==> src/rtl/drain_counter.sv <==
// drain_counter: drains an index from a start value down to a floor, one step
// per enabled cycle, never exceeding a fixed ceiling. Supports restart via a
// load handshake, reports rejected loads, and keeps a sticky invariant flag.
//
// state  | meaning
// -------+------------------------------------------------------------
// S_RUN  | draining; i decrements while selector=1 and i > floor
// S_DONE | i reached floor; holds until an acceptable load restarts it
module drain_counter #(
  parameter int WIDTH     = 15,
  parameter int RST_START = 450,
  parameter int RST_FLOOR = 0,
  parameter int CEILING   = 500
) (
  input  logic             clk,
  input  logic             rst,
  input  logic             selector,
  input  logic             load,
  input  logic [WIDTH-1:0] load_start,
  input  logic [WIDTH-1:0] load_floor,
  output logic [WIDTH-1:0] i,
  output logic [WIDTH-1:0] floor,
  output logic             busy,
  output logic             done,
  output logic             load_err,
  output logic [WIDTH-1:0] steps,
  output logic             viol
);

  localparam logic [WIDTH-1:0] C_CEIL      = WIDTH'(CEILING);
  localparam logic [WIDTH-1:0] C_RST_START = WIDTH'(RST_START);
  localparam logic [WIDTH-1:0] C_RST_FLOOR = WIDTH'(RST_FLOOR);

  typedef enum logic {
    S_RUN  = 1'b0,
    S_DONE = 1'b1
  } state_t;

  state_t           r_state;
  logic [WIDTH-1:0] r_i;
  logic [WIDTH-1:0] r_floor;
  logic [WIDTH-1:0] r_steps;
  logic             r_load_err;
  logic             r_viol;

  logic w_can_dec;
  logic w_last_dec;
  logic w_load_ok;
  logic w_steps_sat;
  logic w_over_ceil;

  // The decrement is gated on i > floor, so i can never wrap below floor.
  assign w_can_dec   = selector && (r_i > r_floor);
  assign w_last_dec  = (r_i - 1'b1) == r_floor;
  assign w_load_ok   = (load_start <= C_CEIL) && (load_floor <= load_start);
  assign w_steps_sat = &r_steps;
  assign w_over_ceil = r_i > C_CEIL;

  // Main sequencer: index, floor, step count, load error pulse and sticky flag.
  always_ff @(posedge clk) begin
    if (rst) begin
      r_state    <= S_RUN;
      r_i        <= C_RST_START;
      r_floor    <= C_RST_FLOOR;
      r_steps    <= '0;
      r_load_err <= 1'b0;
      r_viol     <= 1'b0;
    end else begin
      r_load_err <= 1'b0;
      r_viol     <= r_viol | w_over_ceil;
      case (r_state)
        S_RUN: begin
          // Loads are not honoured mid-drain; flag them and keep counting.
          if (load) begin
            r_load_err <= 1'b1;
          end
          if (w_can_dec) begin
            r_i <= r_i - 1'b1;
            if (!w_steps_sat) begin
              r_steps <= r_steps + 1'b1;
            end
            if (w_last_dec) begin
              r_state <= S_DONE;
            end
          end else if (r_i <= r_floor) begin
            r_state <= S_DONE;
          end
        end
        S_DONE: begin
          // selector is ignored here, so a load always wins over a step.
          if (load) begin
            if (w_load_ok) begin
              r_i     <= load_start;
              r_floor <= load_floor;
              r_steps <= '0;
              r_state <= S_RUN;
            end else begin
              r_load_err <= 1'b1;
            end
          end
        end
      endcase
    end
  end

  assign i        = r_i;
  assign floor    = r_floor;
  assign steps    = r_steps;
  assign load_err = r_load_err;
  assign viol     = r_viol;
  assign busy     = (r_state == S_RUN);
  assign done     = (r_state == S_DONE);

endmodule

==> config.mk <==
export PLATFORM = sky130hd
export DESIGN_NAME = drain_counter
export DESIGN_NICKNAME = d
export VERILOG_FILES = /design/src/rtl/drain_counter.sv
export SDC_FILE = /design/constraint.sdc
export NUM_CORES = 1
export LEC_CHECK = 0
export BUFFER_PORTS_ARGS = -buffer_cell sky130_fd_sc_hd__buf_2
export CAP_MARGIN = 20
export CORE_MARGIN = 2
export CORE_UTILIZATION = 45
export DETAILED_ROUTE_END_ITERATION = 8
export GPL_ROUTABILITY_DRIVEN = 0
export HOLD_SLACK_MARGIN = 0.12
export PLACE_DENSITY = 0.71
export SLEW_MARGIN = 5
export SYNTH_ARGS = -nofsm -noshare
export SYNTH_HDL_FRONTEND = slang
export SYNTH_SLANG_ARGS = --single-unit
export TNS_END_PERCENT = 50
==> constraint.sdc <==
create_clock -name clk -period 3 [get_ports clk]
set_input_delay 0.3 -clock clk [delete_from_list [all_inputs] [get_ports clk]]
set_output_delay 0.3 -clock clk [all_outputs]
set_load 0.05 [all_outputs]
==> results of run 1 <==
what timing repair did:
item | 4_1_cts | 5_1_grt
hold endpoints to repair | 0 | 0
setup endpoints to repair | 0 | 4
gates resized for setup | 0 | 1
cells by family after synthesis:
logic type	count (synthesis)	synth area share (%)
flops	48	26.27
buf+inv	69	7.903
xor+xnor	23	5.508
fa+ha+maj	32	10.95
compound gates	130	22.48
mux	2	0.5474
simple gates	172	26.34
cell type report:
cell class	instances	area (µm²)	area share [%]
inverters	39	146.4	3.382
clock inverters	1	30.03	0.6938
multi-input cells	359	2414	55.77
well taps	102	127.6	2.949
flip-flops and latches	48	960.9	22.20
repair buffers	103	580.6	13.41
clock buffers	5	68.82	1.590
worst max-delay path, stage by stage:
cell and delay, ns:
buf_2 0.11, inv_1 0.05, ha_1 0.30, a21o_1 0.19, a21oi_1 0.15, o221ai_1 0.23
a211o_1 0.40, and3_1 0.44, or4_1 0.57, a21oi_1 0.16
how the worst max path moves through the flow:
| stage | from | endpoint | slack, ns |
|---|---|---|---|
| after floorplan | floor[10] | i[12] | 0.13 |
| after global placement | load_start[6] | i[9] | 0.13 |
| after detailed placement | load_start[12] | steps[7] | 0.07 |
| after CTS | floor[12] | i[9] | 0.11 |
| after global routing | i[5] | steps[7] | 0.13 |
| final | load_start[12] | steps[11] | 0.34 |
synth_stat cells (all sizes together) (2+ instances only):
master   number  share of area (%)
a2111oi       2               0.48
a211o         4               0.96
a21oi        62                8.6
a22oi         4               0.82
a31oi         3               0.51
and2          4               0.68
and3          6                1.0
and4          5                1.3
buf           9                1.7
clkbuf       21                2.2
dfxtp        48                 26
ha           32                 11
inv          39                4.0
mux2i         2               0.55
nand2        48                4.9
nand2b       10                1.7
nand3         5               0.68
nand3b        2               0.41
nand4         9                1.5
nor2         31                3.3
nor2b         2               0.34
nor3         11                1.6
nor3b         3               0.62
nor4          9                2.5
o211ai        2               0.41
o21a          4               0.82
o21ai        14                1.9
o31a          3               0.72
o31ai        11                2.3
o32a          3               0.82
o32ai        10                2.4
or2           5               0.86
or3           3               0.51
or4          15                3.3
xnor2        22                5.3
stage by stage:
| step | instance area (µm²) | setup WS [ns] | total power (µW) |
|---|---|---|---|
| after floorplan | 3657 | 0.1263 | 1916 |
| after global placement | 4227 | 0.1348 | 2320 |
| after detailed placement | 4227 | 0.07416 | 2340 |
| after CTS | 4325 | 0.1123 | 2803 |
| after global routing | 4328 | 0.1308 | 2986 |
| final | 4328 | 0.3441 | 2813 |
flip-flops by register name (all words and copies together) (netlist names):
signal and count:
viol 1, steps 15, i 15, floor 15, load_err 1, done 1
per-layer routing:
layer	vias up	global-route usage [%]
li1	1880	-
met1	1769	32.45
met2	158	38.93
met3	19	3.612
met4	0	8.333
met5	-	0
power groups by stage:
stage	sequential [µW]	combinational (µW)	clock, µW
6_report	824	1530	462
4_1_cts	820	1510	468
5_1_grt	834	1660	495
2_1_floorplan	1070	846	0
3_3_place_gp	831	1490	0
3_5_place_dp	835	1510	0
==> impl_metrics.csv, run 1 <==
group,metric,value,unit
outcome,status,"finished, final reports clean",
grt,grt_max_degree,47,
synth,yosysSeqAreaShare,26.27,%
grt,antenna_found_initial,0,
floorplanning,dieArea,8864,µm²
sta,finalCriticalPeriod,2.656,ns
power_and_ir_drop,clock_power_share,16.4,%
power_and_ir_drop,p_per_area,649.9,nW/µm²
clock_network,cts_num_sinks,48,
drt,vias,3826,
clock_network,cts_buffers,5,
clock_network,htree_levels,2,
synth,synth_cells,476,
clock_network,cts.path.max_buffers,2,
floorplanning,start_util,46.84,%
layout,area_growth,18.34,%
drt,highest_layer,"met4",
worst_setup_path,crit_fanout,28,
drt,ant_nets,0,
sta,fmax,376.5,MHz
worst_setup_path,endpoint_kind,"register",
grt,grt_use_total,24.03,%
flow_run,max-cap-violations,0,
worst_setup_path,r2r_end,"steps[11]",
clock_network,ctsHoldBuffers,0,
sta,fin_skew,0.009158,ns
synth,syn_area,3657,µm²
placed_design,dp.cells,651,
drt,wirelength,10580,µm
sta,setup-tns-final,0,ns
power_and_ir_drop,power_frac_seq,29.3,%
drt,routed-wl-met2,4768,µm
clock_network,cts_setup_buffers,0,
layout,final_util,55.43,%
worst_setup_path,cp-start-kind,"primary input",
layout,diodes,0,
grt,grt_pass1_vias,3548,
worst_setup_path,crit_type,"primary input to register",
drt,wl_met1,4832,µm
clock_network,clock_latency,0.31,ns
power_and_ir_drop,internal_power,1479,µW
floorplanning,fp.dieW,94.15,µm
synth,avgSynthCellArea,7.683,µm²
sta,finalSetupViolCount,0,
synth,async_reset_ff_share,0,%
worst_setup_path,worstPathArrival,2.90,ns
sta,maxSlewHeadroom,46.39,%
hold_path,min_from,"load_floor[14]",
sta,whs,0.2441,ns
synth,synth_fp_nets,542,
hold_path,holdPathStages,3,
layout,fin_nets,622,
worst_setup_path,critPathRequiredTime,3.24,ns
layout,stdcell_count,657,
drt,avgRoutedWirePerCell,16.10,µm
power_and_ir_drop,switching_share,47.41,%
worst_setup_path,r2r_cells,9,
synth,synth.distinct_cells,57,
worst_setup_path,reg2reg_slack,0.36,ns
floorplanning,die_h,94.15,µm
clock_network,root_buffer,"clkbuf_8",
synth,synth_ff_type,"dfxtp_1",
layout,fill_cells,752,
drt,vias_per_cell,5.823,
drt,wl_met3,723,µm
hold_path,hold_class,"primary input to register",
drt,drc,0,
placed_design,hpwl,8047,µm
drt,drtIter0Drc,265,
synth,ys_ff_latch,48,
drt,firstDrtPassIters,6,
worst_setup_path,rr_startpoint,"floor[12]",
clock_network,tritoncts,"built",
hold_path,min_to,"floor[14]",
sta,timing.final.crit_share,88.53,%
grt,grt_remaining_overflow,0,
sta,rsz0062_at_grt,"false",
synth,synth-edff-count,0,
sta,tightestPinTransition,0.8041,ns
floorplanning,core,7807,µm²
layout,final_common_cell,"buf_2",
power_and_ir_drop,p_switching,1333,µW
power_and_ir_drop,p_leak,0.001796,µW
sta,finalHoldViolations,0,
placed_design,portBuffers,82,
grt,grt_pass1_wl,17040,µm
clock_network,clkTransAtPathRegs,0.09,ns
power_and_ir_drop,comb_power_share,54.3,%
sta,slew_viol_final,0,
floorplanning,io_pins,83,
power_and_ir_drop,peakVddDrop,0.0002284,V
floorplanning,rows,32,
synth,yosys_warnings,0,
layout,drive_gt1_share,22.70,%
layout,most-common-layout-cells,"buf_2 (82), a21oi_1 (61), nand2_1 (48), dfxtp_1 (48), inv_1 (39)",
No activity file was read; power rests on OpenSTA's default activity.
==> run 2, diff against run 1 <==
Settings changed: CORE_ASPECT_RATIO from default to 1.2, CORE_UTILIZATION 45 to 55, PLACE_DENSITY 0.71 to 0.84.
==> impl_metrics.csv, run 2 (synthesized netlist as in run 1, its figures left out) <==
group,metric,value,unit
outcome,status,"finished, final reports clean",
power_and_ir_drop,p_per_area,646.6,nW/µm²
clock_network,htree_levels,2,
drt,avgRoutedWirePerCell,16.46,µm
layout,final_common_cell,"buf_2",
sta,slew_viol_final,0,
hold_path,hold_class,"primary input to register",
worst_setup_path,worstPathArrival,3.08,ns
clock_network,cts.path.max_buffers,2,
sta,fmax,354.7,MHz
layout,fill_cells,544,
worst_setup_path,slowest_delay,0.62,ns
layout,area_growth,16.97,%
flow_run,max-cap-violations,0,
worst_setup_path,crit_family,"simple AND/OR/NAND/NOR gates",
sta,whs,0.2253,ns
layout,drive_gt1_share,22.56,%
placed_design,hpwl,7860,µm
floorplanning,start_util,56.74,%
power_and_ir_drop,p_leak,0.001781,µW
floorplanning,die_h,93.33,µm
sta,setup-tns-final,0,ns
floorplanning,core,6446,µm²
placed_design,dp.cells,631,
clock_network,cts_num_sinks,48,
clock_network,cts_resized,0,
sta,maxSlewHeadroom,45.68,%
power_and_ir_drop,peakVddDrop,0.0002895,V
sta,tightestPinTransition,0.8149,ns
drt,vias_per_cell,6.099,
sta,finalSetupViolCount,0,
power_and_ir_drop,total_power,2766,µW
worst_setup_path,critPathRequiredTime,3.26,ns
layout,most-common-layout-cells,"buf_2 (82), a21oi_1 (61), nand2_1 (48), dfxtp_1 (48), inv_1 (39)",
sta,finalCriticalPeriod,2.820,ns
sta,rsz0062_at_grt,"false",
layout,diodes,0,
layout,final_util,66.36,%
clock_network,tritoncts,"built",
grt,grt_pass1_vias,3641,
placed_design,portBuffers,82,
clock_network,clock_latency,0.32,ns
sta,fin_skew,0.01187,ns
clock_network,cts_setup_buffers,0,
layout,seq_area,960.9,µm²
layout,fin_nets,619,
grt,antenna_found_initial,0,
worst_setup_path,endpoint_kind,"register",
clock_network,cts_buffers,5,
grt,grt_use_total,28.56,%
layout,multi_input_area,2414,µm²
grt,grt_pass1_wl,16710,µm
worst_setup_path,crit_fanout,6,
drt,wirelength,10520,µm
worst_setup_path,critPathSlowestCell,"or4_1",
worst_setup_path,crit_type,"register to register",
clock_network,clkTransAtPathRegs,0.10,ns
worst_setup_path,crit_buf_inv,1,
clock_network,ctsHoldBuffers,0,
drt,drtIter0Drc,228,
grt,grt_max_degree,47,
floorplanning,io_pins,83,
floorplanning,dieArea,7320,µm²
clock_network,root_buffer,"clkbuf_8",
sta,timing.final.crit_share,93.99,%
worst_setup_path,worstPathCellList,"inv_1 > ha_1 > or3b_1 > or4_1 > xnor2_1 > nor3_1 > and4_1 > a31oi_1 > nor2_1",
floorplanning,rows,32,
layout,stdcell_count,639,
sta,finalHoldViolations,0,
drt,vias,3897,
grt,grt_remaining_overflow,0,
worst_setup_path,cp-start-kind,"register",
drt,drc,0,
drt,ant_nets,0,
drt,firstDrtPassIters,5,
floorplanning,fp.dieW,78.44,µm
==> run 2: changes by cell type in the layout (fill, tap and decap cells not counted), sizes merged <==
cell | previous run | this run
buf | 103 | 100
clkinv | 0 | 2
bufinv | 1 | 0
clkbuf | 5 | 6
==> run 2: layer usage <==
layer / GRT usage (%) / routed length (µm) / up-vias
met5: 0 / 0 / -
met4: 14.18 / 351 / 0
met3: 3.571 / 637 / 29
met2: 50.22 / 5196 / 157
met1: 34.13 / 4330 / 1838
li1: - / - / 1873
==> run 2: area by class of cell <==
class	instances	share of cell area (%)
clock inverter	2	0.2340
inverter	39	3.422
tap	85	2.486
multi-input combinational	359	56.42
sequential	48	22.46
timing repair buffer	100	13.04
clock buffer	6	1.930
==> run 2: final timing paths <==
check / start / end / slack, ns / cells after the start
worst max-delay path: i[0] / done / 0.18 / 9
worst min-delay path: load_floor[4] / floor[4] / 0.23 / 3
worst max register to register: i[0] / done / 0.18 / 9
worst min register to register: steps[6] / steps[6] / 0.50 / 2
==> run 2: worst reg2reg max path, cell delays in order, from the launching register on <==
cell and delay (ns):
dfxtp_1 0.35, inv_1 0.14, ha_1 0.30, or3b_1 0.49, or4_1 0.62, xnor2_1 0.17
nor3_1 0.27, and4_1 0.25, a31oi_1 0.08, nor2_1 0.08
==> run 2: report_power, final <==
group | internal [µW] | leakage (µW) | switching [µW]
Sequential | 711 | 0.000389 | 126
Clock | 185 | 0.0000510 | 234
Combinational | 520 | 0.00134 | 990
==> run 2: metrics by stage <==
stage	setup slack, ns	cell area [µm²]
after global routing	0.03028	4278
after global placement	0.1793	4183
after detailed placement	0.09956	4183
after CTS	0.1454	4275
after floorplan	0.1263	3657
final	0.1803	4278
